File: src/rtl/fetch_ctrl.sv
// Instruction fetch sequencer: drives a 1-cycle-latency imem,
// buffers words with their PCs in a prefetch FIFO for decode.
module fetch_ctrl #(
  parameter int AW    = 11,
  parameter int DW    = 32,
  parameter int DEPTH = 4
) (
  input  logic                         clk,
  input  logic                         rst_n,
  input  logic                         en,
  input  logic [AW-1:0]                start_pc,
  input  logic                         redirect,
  input  logic [AW-1:0]                redirect_pc,
  output logic [AW-1:0]                imem_addr,
  output logic                         imem_rd,
  input  logic [DW-1:0]                imem_q,
  output logic [DW-1:0]                instr_out,
  output logic [AW-1:0]                instr_pc,
  output logic                         instr_valid,
  input  logic                         instr_ready,
  output logic [$clog2(DEPTH+1)-1:0]   fifo_count
);

  localparam int CW = $clog2(DEPTH+1);
  localparam int PW = $clog2(DEPTH);
  localparam int EW = DW + AW;
  localparam logic [CW:0] DEPTH_C = (CW+1)'(DEPTH);
  localparam logic [PW-1:0] LAST_P = PW'(DEPTH-1);

  localparam logic [1:0] S_IDLE  = 2'd0;
  localparam logic [1:0] S_RUN   = 2'd1;
  localparam logic [1:0] S_HALT  = 2'd2;
  localparam logic [1:0] S_REDIR = 2'd3;

  logic [1:0]    state;
  logic [1:0]    state_nxt;
  logic [AW-1:0] fetch_pc;
  logic [AW-1:0] inflight_pc;
  logic          inflight;
  logic [EW-1:0] mem [DEPTH];
  logic [EW-1:0] hold;
  logic [PW-1:0] rptr;
  logic [PW-1:0] wptr;
  logic [CW-1:0] count;
  logic [CW:0]   occ;
  logic          pop;
  logic          push;
  logic          flush;
  logic          can_issue;

  function automatic logic [PW-1:0] inc(input logic [PW-1:0] p);
    return (p == LAST_P) ? '0 : p + 1'b1;
  endfunction

  assign flush = redirect && (state != S_IDLE);
  assign pop   = instr_valid && instr_ready;
  assign push  = inflight && !flush;

  // Credit counts the in-flight word so a full FIFO is never overrun.
  assign occ = {1'b0, count}
             + {{CW{1'b0}}, inflight}
             - {{CW{1'b0}}, pop};

  assign can_issue = (state == S_RUN) && !redirect
                  && (occ < DEPTH_C);

  assign imem_addr   = fetch_pc;
  assign imem_rd     = can_issue;
  assign instr_valid = (count != '0);
  assign fifo_count  = count;
  assign {instr_out, instr_pc} = instr_valid ? mem[rptr] : hold;

  always_comb begin
    state_nxt = state;
    unique case (state)
      S_IDLE:  if (en) state_nxt = S_RUN;
      S_RUN: begin
        if (redirect) state_nxt = S_REDIR;
        else if (!en) state_nxt = S_HALT;
      end
      S_HALT:  if (!redirect && en) state_nxt = S_RUN;
      S_REDIR: if (!redirect) state_nxt = en ? S_RUN : S_HALT;
      default: state_nxt = S_IDLE;
    endcase
  end

  always_ff @(posedge clk or negedge rst_n) begin
    if (!rst_n) begin
      state       <= S_IDLE;
      fetch_pc    <= '0;
      inflight    <= 1'b0;
      inflight_pc <= '0;
    end else begin
      state    <= state_nxt;
      inflight <= can_issue;
      if (can_issue) inflight_pc <= fetch_pc;
      if (state == S_IDLE) begin
        if (en) fetch_pc <= start_pc;
      end else if (flush) begin
        fetch_pc <= redirect_pc;
      end else if (can_issue) begin
        fetch_pc <= fetch_pc + 1'b1;
      end
    end
  end

  always_ff @(posedge clk or negedge rst_n) begin
    if (!rst_n) begin
      rptr  <= '0;
      wptr  <= '0;
      count <= '0;
      hold  <= '0;
      for (int i = 0; i < DEPTH; i++) mem[i] <= '0;
    end else begin
      if (instr_valid) hold <= mem[rptr];
      if (flush) begin
        rptr  <= '0;
        wptr  <= '0;
        count <= '0;
      end else begin
        if (push) begin
          mem[wptr] <= {imem_q, inflight_pc};
          wptr      <= inc(wptr);
        end
        if (pop) rptr <= inc(rptr);
        count <= count + CW'(push) - CW'(pop);
      end
    end
  end

  always @(posedge clk)
    if (rst_n)
      assert (!(push && !pop && count == CW'(DEPTH)));

endmodule
File: config.mk
export PLATFORM = sky130hd
export DESIGN_NAME = fetch_ctrl
export DESIGN_NICKNAME = d
export VERILOG_FILES = /design/src/rtl/fetch_ctrl.sv
export SDC_FILE = /design/constraint.sdc
export NUM_CORES = 1
export LEC_CHECK = 0
export ABC_AREA = 1
export CAP_MARGIN = 20
export CORE_ASPECT_RATIO = 1.25
export CORE_MARGIN = 5
export CORE_UTILIZATION = 50
export CTS_CLUSTER_DIAMETER = 40
export DETAILED_ROUTE_END_ITERATION = 8
export GPL_TIMING_DRIVEN = 0
export PLACE_DENSITY = 0.72
export SKIP_CTS_REPAIR_TIMING = 1
export SLEW_MARGIN = 20
export SYNTH_ARGS = -nofsm -noshare
export SYNTH_HDL_FRONTEND = slang
export SYNTH_SLANG_ARGS = --single-unit
export TNS_END_PERCENT = 20
File: constraint.sdc
create_clock -name clk -period 5.53 [get_ports clk]
set_input_delay 0.8295 -clock clk [delete_from_list [all_inputs] [get_ports clk]]
set_output_delay 0.8295 -clock clk [all_outputs]
set_load 0.01 [all_outputs]
==> impl_metrics.json <==
{
  "hold_class": "in2async",
  "die_y_um": 174,
  "timing.fmax_mhz": 234,
  "status": "completed",
  "fp.coreArea_um2": 21400,
  "track_usage": 0.239,
  "area.growth.synth_to_final_pct": 24.5,
  "wl_per_cell_um": 17.0,
  "synth_seq_cells": 247,
  "syn_area_per_cell_um2": 8.51,
  "grt_start_max_net_pins": 98,
  "fin_area_um2": 13400,
  "gp_congestion": 0.857,
  "antennaDiodeCount": 0,
  "detail-route-antenna-nets": 0,
  "combPwrFrac": 0.411,
  "dpl_worst_slack_ps": 1380,
  "numPortBuffers": 117,
  "setup_ws_ps": 1270,
  "power_mw": 7.63,
  "fin_crit_ps": 4260,
  "antenna_found_initial": 0,
  "r2r_setup_slack_ps": 3110,
  "synth_seq_area_share": 0.575,
  "p_switching_mw": 2.78,
  "cp.required_ps": 4700,
  "clock_sinks": 247,
  "final_hold_viol_count": 0,
  "syn_nets": 1333,
  "p_leak_nw": 6.02,
  "skew_ps": 11.6,
  "power_frac_clock": 0.273,
  "rsz0062_at_grt": "false",
  "die_area_um2": 24600,
  "drive_gt1_frac": 0.0613,
  "drt_iter0_drc": 752,
  "start_util": 0.503,
  "synth_cell_types": 31,
  "arrival_ps": 3440,
  "tightest_slew_ps": 646,
  "drv_cap": 0,
  "path_clk_slew_ps": 60,
  "final_common_cell": "o21ai_0",
  "cts_buffers": 28,
  "layout_common_cells": "o21ai_0, dfrtp_1, nand2_1",
  "drt_pre_antenna_iters": 5,
  "grt_pass1_vias": 9635,
  "p_int_mw": 4.85,
  "clock_latency_ps": 540,
  "hpwlAfterDp_mm": 19.3,
  "power_density_nw_per_um2": 570,
  "place_area_um2": 12300,
  "ir_drop_uv": 314,
  "die_x_um": 141,
  "syn_inst": 1264,
  "start_kind": "flop",
  "overflow": 0,
  "pin_count": 118,
  "synth_area_um2": 10800,
  "reg2reg_depth": 6,
  "cts_tree": "built",
  "final_max_slew_viol_count": 0,
  "whs_ps": 249,
  "grt_pass1_wl_mm": 48.2,
  "p_sw_frac": 0.364,
  "critPathKind": "reg2out",
  "cp_max_fo": 10,
  "relSlewSlack": 0.570,
  "pwr-share-seq": 0.317,
  "htreeDepth": 1,
  "final_net_count": 1482,
  "num_rows": 60,
  "cts_root_buffer": "clkbuf_16",
  "setup_viol": 0,
  "finalSetupTns_ps": 0,
  "period_share": 0.771,
  "num_vias": 9385,
  "vias_per_cell": 5.48,
  "ys_warn_count": 0,
  "wl_mm": 29.2,
  "endpoint_kind": "output port",
  "clk_path_buf_depth": 3,
  "drc": 0
}
[synthesized netlist by cell type, drive strengths merged]
| cell type | n | share of area |
|---|---|---|
| clkinv | 2 | 0.00070 |
| nor3 | 5 | 0.0023 |
| clkbuf | 51 | 0.018 |
| buf | 30 | 0.014 |
| o21ai | 286 | 0.13 |
| nand3 | 14 | 0.0070 |
| fa | 1 | 0.0019 |
| o22ai | 1 | 0.00058 |
| nand4 | 15 | 0.0093 |
| ha | 9 | 0.010 |
| a21oi | 4 | 0.0019 |
| xor2 | 6 | 0.0049 |
| nand2 | 242 | 0.086 |
| nor2 | 238 | 0.084 |
| inv | 66 | 0.023 |
| a211oi | 1 | 0.00070 |
| a31oi | 43 | 0.025 |
| dfrtp | 247 | 0.57 |
| xnor2 | 2 | 0.0016 |
| o31ai | 1 | 0.00070 |
[logic make-up after synthesis]
family,after synthesis,share of synthesized area
AOI/OAI and AO/OA,336,0.162
and+or+nand+nor,514,0.189
adders and majority gates,10,0.0123
DFF,247,0.575
buffers and inverters,149,0.0560
xor gates and xnor gates,8,0.00651
[registers in the layout (all words and copies together), names as in the netlist]
signal and flops:
imem_addr 11, rptr 2, hold 43, inflight_pc 11, state 2, fifo_count 3
mem 172, inflight 1, wptr 2
[layer usage]
layer / share of wire / GRT usage / vias to the layer above
met3: 0.061 / 0.0360 / 64
li1: - / - / 4438
met4: 0.028 / 0.0812 / 0
met2: 0.51 / 0.421 / 317
met5: 0 / 0 / -
met1: 0.40 / 0.301 / 4566
[area by class of cell]
class	count	area, um^2
Timing Repair Buffer	119	1230
Tap cell	279	349
Sequential cell	247	6180
Multi-Input combinational cell	868	3970
Inverter	68	255
Buffer	81	347
Clock buffer	34	753
Clock inverter	18	300
Fill cell	1881	8010
[power groups by stage]
stage	Sequential, mW	Clock [mW]	Combinational, mW
4_1_cts	2.42	2.10	3.15
2_1_floorplan	2.41	0	1.66
6_report	2.42	2.08	3.13
5_1_grt	2.46	2.17	3.46
3_5_place_dp	2.44	0	3.12
3_3_place_gp	2.44	0	3.08
[worst paths after layout]
path                                     start                        to
min                                      rst_n  imem_addr[7]$_DFFE_PN0P_
max in group asynchronous                rst_n        hold[30]$_DFF_PN0_
max reg2reg                rptr[0]$_DFFE_PN0P_        hold[33]$_DFF_PN0_
min reg2reg                mem[17]$_DFFE_PN0P_       mem[17]$_DFFE_PN0P_
max                        rptr[0]$_DFFE_PN0P_             instr_out[22]
min in group clk           mem[17]$_DFFE_PN0P_       mem[17]$_DFFE_PN0P_
[critical path, stage by stage, from the launching register on]
cell             delay (ps)
dfrtp_1                 380
clkbuf_1                240
inv_2                   190
clkbuf_1                440
clkbuf_1                510
o21ai_0                 190
a31oi_1                 320
clkdlybuf4s50_1         610
[stage by stage]
stage	cells	util
2_1_floorplan	1264	-
3_3_place_gp	1660	0.574
3_5_place_dp	1662	0.577
4_1_cts	1714	0.626
5_1_grt	1714	0.626
6_report	1714	0.626
(Power assumes the default switching activity.)
